$ cat src/rtl/prio_encoder_rr.sv
// Registered N-input priority encoder with valid/ready on both sides.
// Supports fixed priority (highest index wins) and round-robin mode.
module prio_encoder_rr #(
    parameter int unsigned N    = 8,
    parameter int unsigned IDXW = 3
) (
    input  logic            clk,
    input  logic            rst,
    input  logic [N-1:0]    req,
    input  logic            mode,
    input  logic            in_valid,
    output logic            in_ready,
    output logic [IDXW-1:0] out_idx,
    output logic            out_any,
    output logic            out_valid,
    input  logic            out_ready
);

    localparam logic [IDXW-1:0] LAST_IDX = IDXW'(N - 1);

    if (N < 2 || N > 64 || IDXW != $clog2(N)) begin : g_bad_params
        $error("prio_encoder_rr: N must be 2..64 and IDXW must equal clog2(N)");
    end

    logic [IDXW-1:0] ptr_q, ptr_d;
    logic [IDXW-1:0] out_idx_q, out_idx_d;
    logic            out_any_q, out_any_d;
    logic            out_valid_q, out_valid_d;

    logic [IDXW-1:0] fix_idx;
    logic            fix_hit;
    logic [IDXW-1:0] low_idx;
    logic            low_hit;
    logic [IDXW-1:0] rr_idx;
    logic            accept;

    // Round-robin order ptr, ptr-1, ..., 0, N-1, ..., ptr+1 equals: highest set
    // bit at or below ptr, otherwise the highest set bit overall.
    always_comb begin
        fix_idx = '0;
        fix_hit = 1'b0;
        low_idx = '0;
        low_hit = 1'b0;
        for (int unsigned i = 0; i < N; i++) begin
            if (req[i]) begin
                fix_idx = IDXW'(i);
                fix_hit = 1'b1;
                if (IDXW'(i) <= ptr_q) begin
                    low_idx = IDXW'(i);
                    low_hit = 1'b1;
                end
            end
        end
        rr_idx = low_hit ? low_idx : fix_idx;
    end

    always_comb begin
        in_ready    = !out_valid_q || out_ready;
        accept      = in_valid && in_ready;
        ptr_d       = ptr_q;
        out_idx_d   = out_idx_q;
        out_any_d   = out_any_q;
        out_valid_d = out_valid_q;
        if (accept) begin
            out_valid_d = 1'b1;
            out_any_d   = fix_hit;
            out_idx_d   = mode ? rr_idx : fix_idx;
            // Granted index becomes lowest priority; wrap at N-1, not 2^IDXW-1.
            if (mode && fix_hit) begin
                ptr_d = (rr_idx == '0) ? LAST_IDX : rr_idx - IDXW'(1);
            end
        end else if (out_ready) begin
            out_valid_d = 1'b0;
        end
    end

    always_ff @(posedge clk) begin
        if (rst) begin
            ptr_q       <= LAST_IDX;
            out_idx_q   <= '0;
            out_any_q   <= 1'b0;
            out_valid_q <= 1'b0;
        end else begin
            ptr_q       <= ptr_d;
            out_idx_q   <= out_idx_d;
            out_any_q   <= out_any_d;
            out_valid_q <= out_valid_d;
        end
    end

    assign out_idx   = out_idx_q;
    assign out_any   = out_any_q;
    assign out_valid = out_valid_q;

endmodule
$ cat config.mk
export PLATFORM = sky130hd
export DESIGN_NAME = prio_encoder_rr
export DESIGN_NICKNAME = d
export VERILOG_FILES = /design/src/rtl/prio_encoder_rr.sv
export SDC_FILE = /design/constraint.sdc
export NUM_CORES = 1
export LEC_CHECK = 0
export ABC_CLOCK_PERIOD_IN_PS = 5100
export BUFFER_PORTS_ARGS = -buffer_cell sky130_fd_sc_hd__clkbuf_2
export CAP_MARGIN = 5
export CORE_AREA = 2 2 39 41
export CTS_CLUSTER_DIAMETER = 120
export CTS_CLUSTER_SIZE = 16
export DETAILED_ROUTE_END_ITERATION = 8
export DIE_AREA = 0 0 41 43
export GPL_TIMING_DRIVEN = 0
export PLACE_DENSITY_LB_ADDON = 0.15
export SYNTH_ARGS = -nofsm -noshare
export SYNTH_HDL_FRONTEND = slang
export SYNTH_SLANG_ARGS = --single-unit
$ cat constraint.sdc
create_clock -name clk -period 5.1 [get_ports clk]
set_input_delay 0.255 -clock clk [delete_from_list [all_inputs] [get_ports clk]]
set_output_delay 0.255 -clock clk [all_outputs]
set_load 0.02 [all_outputs]
-- Yosys cells after proc, flatten, opt, wreduce, memory -nomap -nowiden
Cells that the tools add are included.
W data, S select, Z words.
- $add $sub $neg: 1
- magnitude comparators: 8
- muxes and demuxes: 50
- reductions and logical operators: 7
- operator list (cell ; number):
    $mux W3 ; 21
    $mux W1 ; 29
    $le A3 B3 Y1 const A ; 4
    $le A1 B3 Y1 const A ; 2
    $le A2 B3 Y1 const A ; 2
    $logic_not A3 Y1 ; 1
    $sub A3 B1 Y3 const B ; 1
    $logic_and A1 B1 Y1 ; 2
    $reduce_and A2 Y1 ; 1
    $reduce_bool A2 Y1 ; 1
    $logic_not A1 Y1 ; 1
    $logic_or A1 B1 Y1 ; 1
- bits in registers: 8
- input port bits: 13
- output and inout bits: 6
- word-level logic and storage cells: 70

-- Depth between registers and ports, before layout
- depth after elaboration: 20
- mapped depth: 9
- depth with buffers taken out: 9

-- Worst setup path before layout
Ideal clock, no wire load.
- path kind: register to register
- start point: register ptr_q[2]
- end point: register ptr_q[0]
- library setup time: 0.125 ns
- arrival: 1.826 ns
- data required time: 4.975 ns
- setup slack: 3.149 ns
- cell stages (with the launch flop): 9
- buffers on the path: 1
- period minus slack after synthesis: 1.951 ns
- cell sequence: dfxtp_1 buf_6 o31ai_4 o311ai_1 a211oi_2 nor2_1 ha_1 ha_1 o41a_1
- cells in the longest elaborated chain, start to end: 20
- elaborated cells on any way between the ends: 42
- classes of those cells: 1 x add/sub; 8 x order compare; 32 x mux; 1 x reduce/logical
- RTL lines (element ; line ; source):
    start, declared ; 25 ; logic [IDXW-1:0] ptr_q, ptr_d;
    start signal, assigned ; 84 ; ptr_q <= ptr_d;
    $le A1 B3 Y1 ; 48 ; if (IDXW'(i) <= ptr_q) begin
    $mux W1 ; 48 ;
    $mux W1 ; 45 ; if (req[i]) begin
    $mux W1 ; 48 ;
    $mux W1 ; 45 ;
    $mux W1 ; 48 ;
    $mux W1 ; 45 ;
    $mux W1 ; 48 ;
    [... 4 more ...] ; -- ;
    $mux W1 ; 45 ;
    $mux W1 ; 48 ;
    $mux W1 ; 45 ;
    $mux W1 ; 48 ;
    $mux W1 ; 45 ;
    $mux W3 * ; 54 ; rr_idx = low_hit ? low_idx : fix_idx;
    $sub A3 B1 Y3 / $logic_not A3 Y1 (equally long branches) ; 70 ; ptr_d = (rr_idx == '0) ? LAST_IDX : rr_idx - IDXW'(1);
    $mux W3 * ; 70 ;
Every way passes the cells marked *; elsewhere a longest branch is shown, timed or not.
A chain may end at the register's enable or synchronous reset.

-- Final worst setup path
- start point: register ptr_q[0]
- end point: register ptr_q[0]
Same word-level chain as after synthesis.

==> key figures <==
STA
  • RSZ-0062 raised after global routing: no
  • Final setup margin: 2.97 ns
  • Part of the cycle the worst path needs: a little over two fifths
  • Slew Limit Fails: 0
  • Setup violators final: 0
  • Final Hold Fails: 0
  • Rel. slew slack: 70.1%
  • Clock skew: 0.00589 ns
  • Worst Max-Slew Pin Slew: 0.445 ns
  • Setup tns final: 0 ns
  • Fmax: 469 MHz
  • Min cycle time layout: 2.13 ns

Placement
  • Detailed placement HPWL: 1120 um
  • IO buf count: 17
  • RePlAce Congestion: 0.777
  • Pre-CTS setup slack: 2.98 ns

CTS
  • Post-CTS setup buffer count: 0
  • Cts repair resizes: 0
  • # H-tree levels: 1
  • CTS root buf: clkbuf_4
  • Clock tree sinks: 8
  • CTS tree: done
  • Clock transition at the registers of the reported paths: 0.05 ns
  • Hold_buf cts: 0
  • Clock Path Buffers: 2
  • Worst skew pair latency: 0.26 ns
  • CTS buffer count: 3

Final layout
  • Final core occ: 56.1%
  • Share of layout cells above drive strength 1: 27.4%
  • # diodes: 0
  • Nets: 123
  • Area delta synth->final: 19.7%

Setup path
  • Startpoint types: flop
  • Worst path required time: 5.24 ns
  • Worst setup EP type: flop
  • Arrival @ worst endpoint: 2.27 ns
  • Setup CP Type: flop to flop
  • Crit path max fanout: 9

Route
  • Wire length per cell: 11.7 um
  • DRC viols: 0
  • Antenna-violating nets left: 0
  • Initial DRC Count: 20
  • Vias/cell: 5.61
  • Final WL: 1420 um
  • First-pass iteration count of the detailed router: 4
  • Vias: 685

Power and ir drop
  • Peak supply drop: ~140 uV
  • Power per standard cell area: 236 nW/um2
  • Leakage power: between 0.3 and 0.4 nW

Synth
  • Mapped Avg Cell Area: 7.54 um2
  • Sequential share of the synthesized area: 24.7%
  • #FFs+latches synth: 8
  • Mapped cell area: 648 um2
  • Post-Syn Instances: 86
  • Synth top cells by count: nor2_1, dfxtp_1, nand2_1
  • Post-synth EDFFs: 0
  • Top FF cell, synth: dfxtp_1
  • Unique masters post-synth: 34
  • Ys async rst share: 0%
  • Cell accounting for the most synthesized area: dfxtp_1
  • Synthesized net count: 101
  • Count leader, synth: nor2_1
  • Top cell type's share of synthesized area: 24.7%
  • Ys Warns: 0
  • Top cells by area, synth: dfxtp_1, nor2_1, a21oi_1

Floorplanning
  • Row count: 14
  • Chip height: 43 um
  • Die footprint: ~1800 um2
  • Initial core utilization: 46.8%
  • Core area: 1380 um2
  • I/O pins: 19
  • Die width: roughly 41 um

Global routing
  • First-pass GRT wire length: 2300 um
  • GR Util All Layers: 19.3%
  • Initial antenna violation count: 0
  • Total grt overflow: 0
  • Pin count of the biggest net entering global routing: 11
  • Number of global-route vias before repair: 538

Flow run
  • Max-cap violations: 0

Run status
  • Run status: complete, no violations

Hold path
  • Hold/Removal Path Class: primary input to flop
-- layer usage --
metal / GRT usage (%) / vias to the layer above / routed length (um)
met4: 6.00 / 0 / 15
met5: 0 / - / 0
li1: - / 360 / -
met2: 26.6 / 13 / 655
met1: 26.0 / 308 / 682
met3: 9.42 / 4 / 70
-- placed cells by master (no fill, tap or decap), types with 2 or more instances in the layout --
cell,n
clkbuf_2,17
nor2_1,13
nand2_1,8
dfxtp_1,8
a21oi_1,7
nor3_1,5
o21ai_0,4
inv_1,4
clkbuf_4,3
nor2b_1,2
buf_6,2
nand2b_1,2
o211ai_2,2
clkbuf_1,2
nand3_1,2
a21o_1,2
a311oi_1,2
a211o_1,2
ha_1,2
-- cells by family after synthesis --
| logic type | after synthesis | share of synthesized area, % |
|---|---|---|
| AND/OR/NAND/NOR | 38 | 28.4 |
| AO/OA/AOI/OAI | 29 | 35.3 |
| buffers and inverters | 9 | 7.72 |
| flip-flops | 8 | 24.7 |
| adder cells (fa/ha/maj) | 2 | 3.86 |
-- power breakdown --
group | switching (W) | internal [W]
logic | 0.0000366 | 0.0000252
registers | 0.00000258 | 0.0000678
clock network | 0.0000236 | 0.0000271
total | 0.0000627 | 0.000120
-- metrics by stage --
stage / std cells / hold WS [ns] / total power [W] / instance area (um2)
finish: 122 / 0.234 / 0.000183 / 776
global route: 122 / 0.250 / 0.000197 / 776
CTS: 122 / 0.235 / 0.000183 / 776
detailed placement: 119 / 0.497 / 0.000133 / 753
global placement: 119 / 0.491 / 0.000133 / 753
floorplan: 86 / 0.384 / 0.000115 / 648
-- state kept, by name (all words and copies together), names as in the netlist --
signal and flops:
out_any 1, out_valid 1, out_idx 3, ptr_q 3
-- cell type report --
class                           instances  area (um2)
Fill cell                             130         608
Multi-Input combinational cell         69         438
Sequential cell                         8         160
Timing Repair Buffer                   17        85.1
Buffer                                  5        35.0
Clock buffer                            3        22.5
Tap cell                               16        20.0
Inverter                                4        15.0
-- worst paths after layout --
kind	cells past startpoint	slack (ns)	end	startpoint
max	8	2.97	ptr_q[0]	ptr_q[0]
min	3	0.23	out_valid	in_valid
max reg2reg	8	2.97	ptr_q[0]	ptr_q[0]
min reg2reg	2	0.50	out_idx[1]	out_idx[1]
-- worst max-delay path: stages (launching register included) --
cell     delay, ns
dfxtp_1       0.30
buf_2         0.22
nand2_1       0.08
a31o_2        0.24
a32oi_1       0.23
nor2_1        0.12
ha_1          0.21
ha_1          0.20
o41a_1        0.41
Note: power is estimated with default switching activity, not from simulation.
